--- config.mk ---
export PLATFORM = sky130hd
export DESIGN_NAME = vx_perf_dump_ctrl_flat
export DESIGN_NICKNAME = d
export VERILOG_FILES = /design/src/rtl/vx_perf_dump_ctrl_if.sv /design/src/rtl/vx_perf_dump_ctrl.sv /design/src/flat_wrapper.sv
export SDC_FILE = /design/constraint.sdc
export NUM_CORES = 2
export LEC_CHECK = 0
export ABC_CLOCK_PERIOD_IN_PS = 45300
export CAP_MARGIN = 20
export CORE_MARGIN = 3
export CORE_UTILIZATION = 55
export CTS_CLUSTER_SIZE = 10
export DETAILED_ROUTE_END_ITERATION = 10
export PLACE_DENSITY = 0.83
export SYNTH_ARGS = -nofsm -noshare
export SYNTH_HDL_FRONTEND = slang
export SYNTH_SLANG_ARGS = --single-unit
--- constraint.sdc ---
create_clock -name clk -period 45.3 [get_ports clk]
set_clock_uncertainty 0.1 [all_clocks]
set_input_delay 4.53 -clock clk [delete_from_list [all_inputs] [get_ports clk]]
set_output_delay 4.53 -clock clk [all_outputs]
set_load 0.1 [all_outputs]
--- src/rtl/vx_perf_dump_ctrl_if.sv ---
// Dump word stream between the perf dump sequencer and its consumer.
// Signals: dump_valid/ready handshake, dump_data word, dump_id index, dump_last.
interface vx_perf_dump_ctrl_if #(
  parameter int ID_W = 5
);
  logic            dump_valid;
  logic            dump_ready;
  logic [31:0]     dump_data;
  logic [ID_W-1:0] dump_id;
  logic            dump_last;

  modport master (
    output dump_valid,
    input  dump_ready,
    output dump_data,
    output dump_id,
    output dump_last
  );

  modport slave (
    input  dump_valid,
    output dump_ready,
    input  dump_data,
    input  dump_id,
    input  dump_last
  );
endinterface

--- src/rtl/vx_perf_dump_ctrl.sv ---
// Snapshots pipeline perf counters and streams them out as 32-bit words.
// Ports: clk, reset, ctr_in (flattened), start, delta, dump (master), busy, done.
module vx_perf_dump_ctrl #(
  parameter int CTR_BITS = 44,
  parameter int NUM_CTRS = 10
) (
  input  logic                         clk,
  input  logic                         reset,
  input  logic [NUM_CTRS*CTR_BITS-1:0] ctr_in,
  input  logic                         start,
  input  logic                         delta,
  vx_perf_dump_ctrl_if.master          dump,
  output logic                         busy,
  output logic                         done
);

  localparam int WORDS = (CTR_BITS + 31) / 32;
  localparam int TOTAL = NUM_CTRS * WORDS;
  localparam int ID_W  = (TOTAL > 1) ? $clog2(TOTAL) : 1;

  typedef enum logic [1:0] {
    S_IDLE,
    S_SEND,
    S_DONE
  } state_t;

  state_t r_state;
  state_t w_next;

  logic [ID_W-1:0]     r_idx;
  logic [CTR_BITS-1:0] r_snap [NUM_CTRS];
  logic [CTR_BITS-1:0] r_prev [NUM_CTRS];
  logic [CTR_BITS-1:0] w_ctr  [NUM_CTRS];
  logic [31:0]         w_words [TOTAL];
  logic                w_send;
  logic                w_fire;
  logic                w_is_last;
  logic                w_capture;

  // Zero-extend each snapshot to whole words, then slice in dump order.
  for (genvar c = 0; c < NUM_CTRS; c++) begin : g_ctr
    logic [WORDS*32-1:0] w_ext;
    assign w_ctr[c] = ctr_in[c*CTR_BITS +: CTR_BITS];
    assign w_ext    = (WORDS*32)'(r_snap[c]);
    for (genvar h = 0; h < WORDS; h++) begin : g_half
      assign w_words[c*WORDS+h] = w_ext[32*h +: 32];
    end
  end

  assign w_send    = (r_state == S_SEND);
  assign w_fire    = w_send && dump.dump_ready;
  assign w_is_last = (r_idx == ID_W'(TOTAL - 1));
  assign w_capture = (r_state == S_IDLE) && start;

  always_ff @(posedge clk) begin
    if (reset) begin
      r_state <= S_IDLE;
    end else begin
      r_state <= w_next;
    end
  end

  always_comb begin
    w_next = r_state;
    unique case (r_state)
      S_IDLE: if (start) w_next = S_SEND;
      S_SEND: if (w_fire && w_is_last) w_next = S_DONE;
      S_DONE: w_next = S_IDLE;
      default: w_next = S_IDLE;
    endcase
  end

  // prev tracks the last captured raw value in both modes, so a delta
  // dump always reports the change since the previous dump of any kind.
  always_ff @(posedge clk) begin
    if (reset) begin
      r_idx <= '0;
      for (int i = 0; i < NUM_CTRS; i++) begin
        r_snap[i] <= '0;
        r_prev[i] <= '0;
      end
    end else if (w_capture) begin
      r_idx <= '0;
      for (int i = 0; i < NUM_CTRS; i++) begin
        r_snap[i] <= delta ? (w_ctr[i] - r_prev[i]) : w_ctr[i];
        r_prev[i] <= w_ctr[i];
      end
    end else if (w_fire) begin
      r_idx <= w_is_last ? '0 : r_idx + 1'b1;
    end
  end

  assign dump.dump_valid = w_send;
  assign dump.dump_id    = r_idx;
  assign dump.dump_last  = w_send && w_is_last;
  assign dump.dump_data  = w_send ? w_words[r_idx] : '0;
  assign busy            = (r_state != S_IDLE);
  assign done            = (r_state == S_DONE);

endmodule

--- src/flat_wrapper.sv ---
// flat-port wrapper written by rule: the top's interface ports become plain ports
module vx_perf_dump_ctrl_flat 
#(
  parameter int CTR_BITS = 44,
  parameter int NUM_CTRS = 10
)
  (clk, reset, ctr_in, start, delta, busy, done, dump_dump_valid, dump_dump_ready, dump_dump_data, dump_dump_id, dump_dump_last);
  vx_perf_dump_ctrl_if #(.ID_W(5)) dump_i ();
  input  logic clk;
  input  logic reset;
  input  logic [NUM_CTRS*CTR_BITS-1:0] ctr_in;
  input  logic start;
  input  logic delta;
  output logic busy;
  output logic done;
  output wire logic [$bits(dump_i.dump_valid)-1:0] dump_dump_valid;
  input wire logic [$bits(dump_i.dump_ready)-1:0] dump_dump_ready;
  output wire logic [$bits(dump_i.dump_data)-1:0] dump_dump_data;
  output wire logic [$bits(dump_i.dump_id)-1:0] dump_dump_id;
  output wire logic [$bits(dump_i.dump_last)-1:0] dump_dump_last;
  assign dump_dump_valid = dump_i.dump_valid;
  assign dump_i.dump_ready = dump_dump_ready;
  assign dump_dump_data = dump_i.dump_data;
  assign dump_dump_id = dump_i.dump_id;
  assign dump_dump_last = dump_i.dump_last;
  vx_perf_dump_ctrl #(.CTR_BITS(CTR_BITS), .NUM_CTRS(NUM_CTRS)) u_core (.clk(clk), .reset(reset), .ctr_in(ctr_in), .start(start), .delta(delta), .dump(dump_i), .busy(busy), .done(done));
endmodule
# ---- Yosys cells after proc, flatten, opt, wreduce, memory -nomap -nowiden
# Memory sizes are Yosys's and may differ from the RTL's.
# Index checks and enable logic that the tools add are counted.
dict set report classes {
  addsub 11
  magnitude_cmp 1
  eq_ne 5
  mux 43
  bitwise_logic 21
  n_reduce_logical 8
}
# operator n
set op_table {}
lappend op_table {{$mux 44} 30}
lappend op_table {{$sub 44x44->44} 10}
lappend op_table {{$bmux 32 s5} 1}
lappend op_table {{$mux 32} 3}
lappend op_table {{$or 1x1->1} 20}
lappend op_table {{$ge 6x6->1 const B} 1}
lappend op_table {{$not 5->6} 1}
lappend op_table {{$add 5x1->5 const B} 1}
lappend op_table {{$eq 5x5->1 const B} 1}
lappend op_table {{$mux 1} 5}
lappend op_table {{$mux 5} 1}
lappend op_table {{$logic_and 1x1->1} 4}
lappend op_table {{$mux 2} 2}
lappend op_table {{$ne 2x2->1 const B} 2}
lappend op_table {{$pmux 2 s2} 1}
lappend op_table {{$eq 2x1->1 const B} 1}
lappend op_table {{$eq 2x2->1 const B} 1}
lappend op_table {{$logic_not 2->1} 1}
lappend op_table {{$reduce_and 2->1} 1}
lappend op_table {{$reduce_bool 2->1} 1}
lappend op_table {{$reduce_or 2->1} 1}
dict set report word_totals {
  regBits 7
  ram_bits 880
  input_bits 445
  output_inout_bits 41
  word_cells 93
  mem_count 2
}
# memory depth width rd rd_ports_with_merged_regs write_ports line_no
set memory_table {}
lappend memory_table {u_core.r_prev 10 44 10 0 10 vx_perf_dump_ctrl.sv:32} ;# logic [CTR_BITS-1:0] r_prev [NUM_CTRS];
lappend memory_table {u_core.r_snap 10 44 10 0 10 vx_perf_dump_ctrl.sv:31} ;# logic [CTR_BITS-1:0] r_snap [NUM_CTRS];

# ---- Longest topological paths before layout
dict set report logic_depth {
  depth_word 6
  ltp_mapped 15
  mapped_depth_nobuf 15
}

# ---- Worst setup path after synthesis
# Ideal clock, no wire load.
dict set report synth_path {
  path_kind {input to register}
  startpoint {input port start}
  endpoint {memory u_core.r_prev[0][0] (enable)}
  setup_ns 6.098
  arrival_ns 18.769
  required_ns 39.102
  setup_slack_ns 20.332
  stages 2
  path_buffers 0
  cell_sequence {nand2_1 nand2_1}
}
# item line_no
set synth_rtl {}
lappend synth_rtl {{start: declaration} flat_wrapper.sv:12} ;# input logic start;
lappend synth_rtl {{end: declaration} vx_perf_dump_ctrl.sv:32}

# ---- Worst setup path in the final report
dict set report layout_path {
  startpoint {register u_core.r_idx[1], in the netlist u_core.dump.dump_id[1]}
  endpoint {output port dump_dump_data[30]}
}
dict set report layout_between {
  elab_chain_cells 5
}
# item line_no
set layout_rtl {}
lappend layout_rtl {{start: declaration} vx_perf_dump_ctrl.sv:30} ;# logic [ID_W-1:0] r_idx;
lappend layout_rtl {{start signal: assignment} vx_perf_dump_ctrl.sv:89} ;# r_idx <= w_is_last ? '0 : r_idx + 1'b1;
lappend layout_rtl {{$not 5->6 (implied by the code)} vx_perf_dump_ctrl.sv:96} ;# assign dump.dump_data = w_send ? w_words[r_idx] : '0;
lappend layout_rtl {{$bmux 32 s5} vx_perf_dump_ctrl.sv:96}
lappend layout_rtl {{$mux 32 (implied by the code) (2 in a row)} vx_perf_dump_ctrl.sv:96}
lappend layout_rtl {{$mux 32} vx_perf_dump_ctrl.sv:96}
lappend layout_rtl {{end: declaration} flat_wrapper.sv:18} ;# output wire logic [$bits(dump_i.dump_data)-1:0] dump_dump_data;
# No other way between the ends. The select of a mux whose other input is x is not followed.

==> flow_summary.rst <==
.. list-table::
   :header-rows: 1

   * - Metric
     - Value
   * - Predominant post-synthesis flop cell
     - sky130_fd_sc_hd__edfxtp_1
   * - Number of antenna violations at the first check in global routing
     - 21
   * - R2R depth
     - 7
   * - Proportion of register bits with asynchronous set or reset after synthesis
     - 0%
   * - End of the worst register-to-register path
     - u_core.r_prev[4][30]$_SDFFCE_PN0P_
   * - Number of setup violations in the final report
     - 0
   * - Post-synthesis sequential element count
     - 887
   * - Max-slew violation count
     - 0
   * - Worst setup path class
     - register to output pin
   * - Routability-driven placement congestion ratio
     - 1.00
   * - Overall routing resource usage
     - 34.6%
   * - Post-route design area
     - 72700 um2
   * - Cts bufs inserted
     - 106
   * - Number of hold buffers added after CTS
     - 0
   * - Final Hold Fails
     - 0
   * - M3 GR Usage
     - 10.1%
   * - Max capacitance violation total
     - 0
   * - Worst setup endpoint
     - dump_dump_data[30]
   * - Number of I/O port buffers
     - 485
   * - Area used by multi-input combinational logic
     - 33900 um2
   * - Initial Utilization
     - 55.6%
   * - Final worst hold slack
     - 514 ps
   * - Max Fclk
     - 0.103 GHz
   * - Estimated wirelength of the detail-placed design
     - 161000 um
   * - # resized after CTS
     - 0
   * - Final net count
     - 7721
   * - Number of antenna-violating nets in the routed design
     - 0
   * - Number of clock sinks
     - 887
   * - Met1 track utilization from global routing
     - 48.0%
   * - Total Routed Length
     - 215000 um
   * - Clock-pin slew on the worst setup and hold paths
     - 50 ps
   * - Routed wirelength normalized by instance count
     - 25.5 um
   * - Met2 capacity usage during global routing
     - 49.5%
   * - Number of nets in the synthesized netlist
     - 7435
   * - Remaining Overflow, GRT
     - 0
   * - Hold WC Path Type
     - register to register
   * - Pin count of the biggest net entering global routing
     - 200
   * - Required time at the endpoint of the critical path
     - 40670 ps
   * - Mean instance size in the synthesized netlist
     - 9.74 um2
   * - Sequential cell area fraction in the yosys report
     - 41.6%
   * - Final-layout setup total negative slack
     - 0 ps
   * - Via count of the first global-routing pass
     - 49800
   * - Arrival time of data at the critical path endpoint
     - 5040 ps
   * - Horizontal die dimension
     - 347 um
   * - Sequential cell area
     - 26600 um2
   * - TritonCTS clock tree
     - built
   * - Insertion delay of the later-clocked pin in the worst-skew pair
     - 690 ps
   * - Worst-path maximum fanout
     - 64
   * - Placeable core region
     - 115000 um2
   * - Clk Tree Root Cell
     - sky130_fd_sc_hd__clkbuf_16
   * - Routed via count
     - 53400
   * - Count of mapped cells out of synthesis
     - 6549
   * - Relative max-transition margin
     - 15.2%
   * - Pwr dens
     - 35.6 nW/um2
   * - Remaining design rule violation count
     - 1
   * - Violation count after the first detailed-routing iteration
     - 6694
   * - Fill cell count
     - 9232
   * - Leakage power
     - 29.1 nW
   * - Synthesis warning total
     - 0
   * - Synth Cell Area
     - 63800 um2
   * - Routed via count divided by cell count
     - 6.34
   * - Critical Path Sink Type
     - output pin
   * - DP Area
     - 69700 um2
   * - Internal reg-to-reg setup slack
     - 40330 ps
   * - Measured slew at the worst slew-check pin
     - 1260 ps
   * - Period Utilization, post-route
     - 21.4%
   * - Number of unique standard cell types used by synthesis
     - 94
   * - Cell Rows
     - 124
   * - Worst flop-to-flop path startpoint
     - u_core.r_state[1]$_SDFFE_PP0P_
   * - Minimum clock period
     - 9670 ps
   * - Outcome
     - finished with violations
   * - Crit path launch
     - u_core.dump.dump_id[1]$_SDFFE_PP0P_
   * - Utilization after layout
     - 63.4%
   * - Die Area
     - 120000 um2
   * - TritonRoute pass-1 iters
     - 9
   * - Number of buffers added for setup after CTS
     - 0
   * - Maximum resistive drop on vdd
     - 0.0295 mV
   * - Global-route wire length before repair
     - 315000 um
   * - Area growth, synth to finish
     - 14.0%
   * - Number of enable flip-flop cells after synthesis
     - 880
   * - Setup repair after global routing missed its margin
     - false
   * - I/O Pins
     - 486
   * - Number of buffers between clock root and the deepest sink
     - 3
   * - H-tree lvl count
     - 3
   * - Kind of launch point of the worst setup path
     - register
   * - Violations in the final reports
     - DRC
   * - Global route hottest layer
     - met2
   * - Ratio of cells with drive above 1 in the final layout
     - 4.86%
   * - Die Y
     - 347 um
state kept, by name, indices dropped and copies added, names as in the netlist:
name and flops:
u_core.dump.dump_id 5, u_core.r_prev 440, u_core.r_snap 440, u_core.r_state 2
final cells by class:
cell class	count	area share (%)
timing repair buffer	523	7.22
tap	1512	2.60
sequential	887	36.5
inverter	551	2.85
clock inverter	26	0.174
antenna	17	0.0585
multi-input combinational	4766	46.6
clock buffer	141	3.91
critical path, stage by stage (launching register included):
cell,delay [ps]
sky130_fd_sc_hd__dfxtp_4,470
sky130_fd_sc_hd__buf_4,430
sky130_fd_sc_hd__buf_4,870
sky130_fd_sc_hd__mux4_2,390
sky130_fd_sc_hd__a22oi_1,80
sky130_fd_sc_hd__nor2_1,140
sky130_fd_sc_hd__a31oi_1,70
sky130_fd_sc_hd__nor3_1,600
sky130_fd_sc_hd__clkdlybuf4s50_1,1270
routing by layer:
layer,wire [um],up-vias
met5,71,-
met4,12100,12
met3,29200,450
met2,89200,3143
met1,84300,25600
li1,-,24200
how the worst min path moves through the flow:
stage                                   startpoint                             endpoint  slack [ps]  cells past startpoint
2_1_floorplan    u_core.r_prev[3][0]$_SDFFCE_PN0P_  u_core.r_snap[0][132]$_SDFFCE_PN0P_         540                      2
3_3_place_gp   u_core.dump.dump_id[1]$_SDFFE_PP0P_  u_core.dump.dump_id[1]$_SDFFE_PP0P_         470                      2
3_5_place_dp   u_core.dump.dump_id[1]$_SDFFE_PP0P_  u_core.dump.dump_id[1]$_SDFFE_PP0P_         480                      2
4_1_cts        u_core.dump.dump_id[1]$_SDFFE_PP0P_  u_core.dump.dump_id[1]$_SDFFE_PP0P_         510                      2
5_1_grt        u_core.dump.dump_id[1]$_SDFFE_PP0P_  u_core.dump.dump_id[1]$_SDFFE_PP0P_         530                      2
6_report       u_core.dump.dump_id[1]$_SDFFE_PP0P_  u_core.dump.dump_id[1]$_SDFFE_PP0P_         510                      2
Yosys cell counts (all sizes together) (14+ instances only):
cell type | count | area share [%]
edfxtp | 880 | 41
inv | 550 | 3.2
nor2 | 529 | 3.1
a21oi | 524 | 4.1
and2 | 452 | 4.4
ha | 431 | 8.5
nand2 | 429 | 2.5
o21ai | 389 | 3.1
clkbuf | 312 | 1.8
a21o | 257 | 3.0
xnor2 | 241 | 3.3
mux2i | 239 | 3.8
xor2 | 146 | 2.0
nand3 | 100 | 0.78
nand4 | 98 | 0.96
mux4 | 93 | 3.3
a31oi | 77 | 0.80
o21bai | 75 | 0.89
nor3 | 64 | 0.52
a211oi | 56 | 0.67
o21a | 56 | 0.66
nor2b | 51 | 0.50
nand2b | 43 | 0.42
and3 | 37 | 0.36
a221oi | 34 | 0.48
buf | 33 | 0.22
o211ai | 32 | 0.38
mux2 | 25 | 0.44
o31ai | 22 | 0.28
or3 | 21 | 0.21
a2bb2oi | 16 | 0.22
a211o | 14 | 0.19
a21boi | 14 | 0.16
cell usage in the layout, fill, tap and decap left out, types with 14 or more instances in the layout:
master,synthesis,routed
sky130_fd_sc_hd__a221oi_1,33,33
sky130_fd_sc_hd__clkbuf_16,0,108
sky130_fd_sc_hd__and3_1,37,37
sky130_fd_sc_hd__diode_2,0,17
sky130_fd_sc_hd__nand2b_1,43,43
sky130_fd_sc_hd__a2bb2oi_1,16,16
sky130_fd_sc_hd__a21oi_1,521,521
sky130_fd_sc_hd__clkdlybuf4s50_1,0,484
sky130_fd_sc_hd__o21ai_1,97,97
sky130_fd_sc_hd__ha_1,431,431
sky130_fd_sc_hd__xor2_1,146,146
sky130_fd_sc_hd__a21o_1,257,257
sky130_fd_sc_hd__mux2_2,21,21
sky130_fd_sc_hd__a211oi_1,54,54
sky130_fd_sc_hd__mux4_2,93,93
sky130_fd_sc_hd__mux2i_1,239,239
sky130_fd_sc_hd__nand3_1,100,99
sky130_fd_sc_hd__o31ai_1,19,19
sky130_fd_sc_hd__a211o_1,14,14
sky130_fd_sc_hd__nor3_1,62,60
sky130_fd_sc_hd__nor2b_1,51,51
sky130_fd_sc_hd__a31oi_1,72,72
sky130_fd_sc_hd__or3_1,21,21
sky130_fd_sc_hd__clkbuf_1,312,31
sky130_fd_sc_hd__o211ai_1,31,31
sky130_fd_sc_hd__nor2_1,529,526
sky130_fd_sc_hd__xnor2_1,241,241
sky130_fd_sc_hd__edfxtp_1,880,880
sky130_fd_sc_hd__and2_1,452,452
sky130_fd_sc_hd__inv_1,548,547
sky130_fd_sc_hd__o21ai_0,288,288
sky130_fd_sc_hd__buf_4,0,30
sky130_fd_sc_hd__nand2_1,429,427
sky130_fd_sc_hd__clkinv_1,1,16
sky130_fd_sc_hd__nand4_1,98,98
sky130_fd_sc_hd__o21a_1,56,56
sky130_fd_sc_hd__o21bai_1,74,74
report_power, final:
| group | internal, W | switching, W | leakage, nW |
|---|---|---|---|
| combinational | 0.000302 | 0.000471 | 18.1 |
| sequential | 0.000997 | 0.0000469 | 9.57 |
| clock | 0.000432 | 0.000340 | 1.45 |
| total | 0.00173 | 0.000858 | 29.1 |
through the flow:
stage	setup slack, ps	cells	power (W)
6_report	35630	8423	0.00259
3_3_place_gp	36010	8238	0.00179
3_5_place_dp	35880	8238	0.00180
5_1_grt	35550	8412	0.00269
4_1_cts	35170	8405	0.00257
2_1_floorplan	20330	6549	0.00160
logic make-up (layout without fill, tap and decap cells):
kind of cell,Yosys count,count (layout),share of synthesized area (%)
buf+inv,896,1241,5.29
simple gates,1880,1880,14.5
mux,357,357,7.48
other cells,0,17,0
flops,887,887,41.6
fa+ha+maj,441,441,8.77
compound gates,1701,1701,17.0
xor+xnor,387,387,5.31
(Power assumes the default switching activity.)
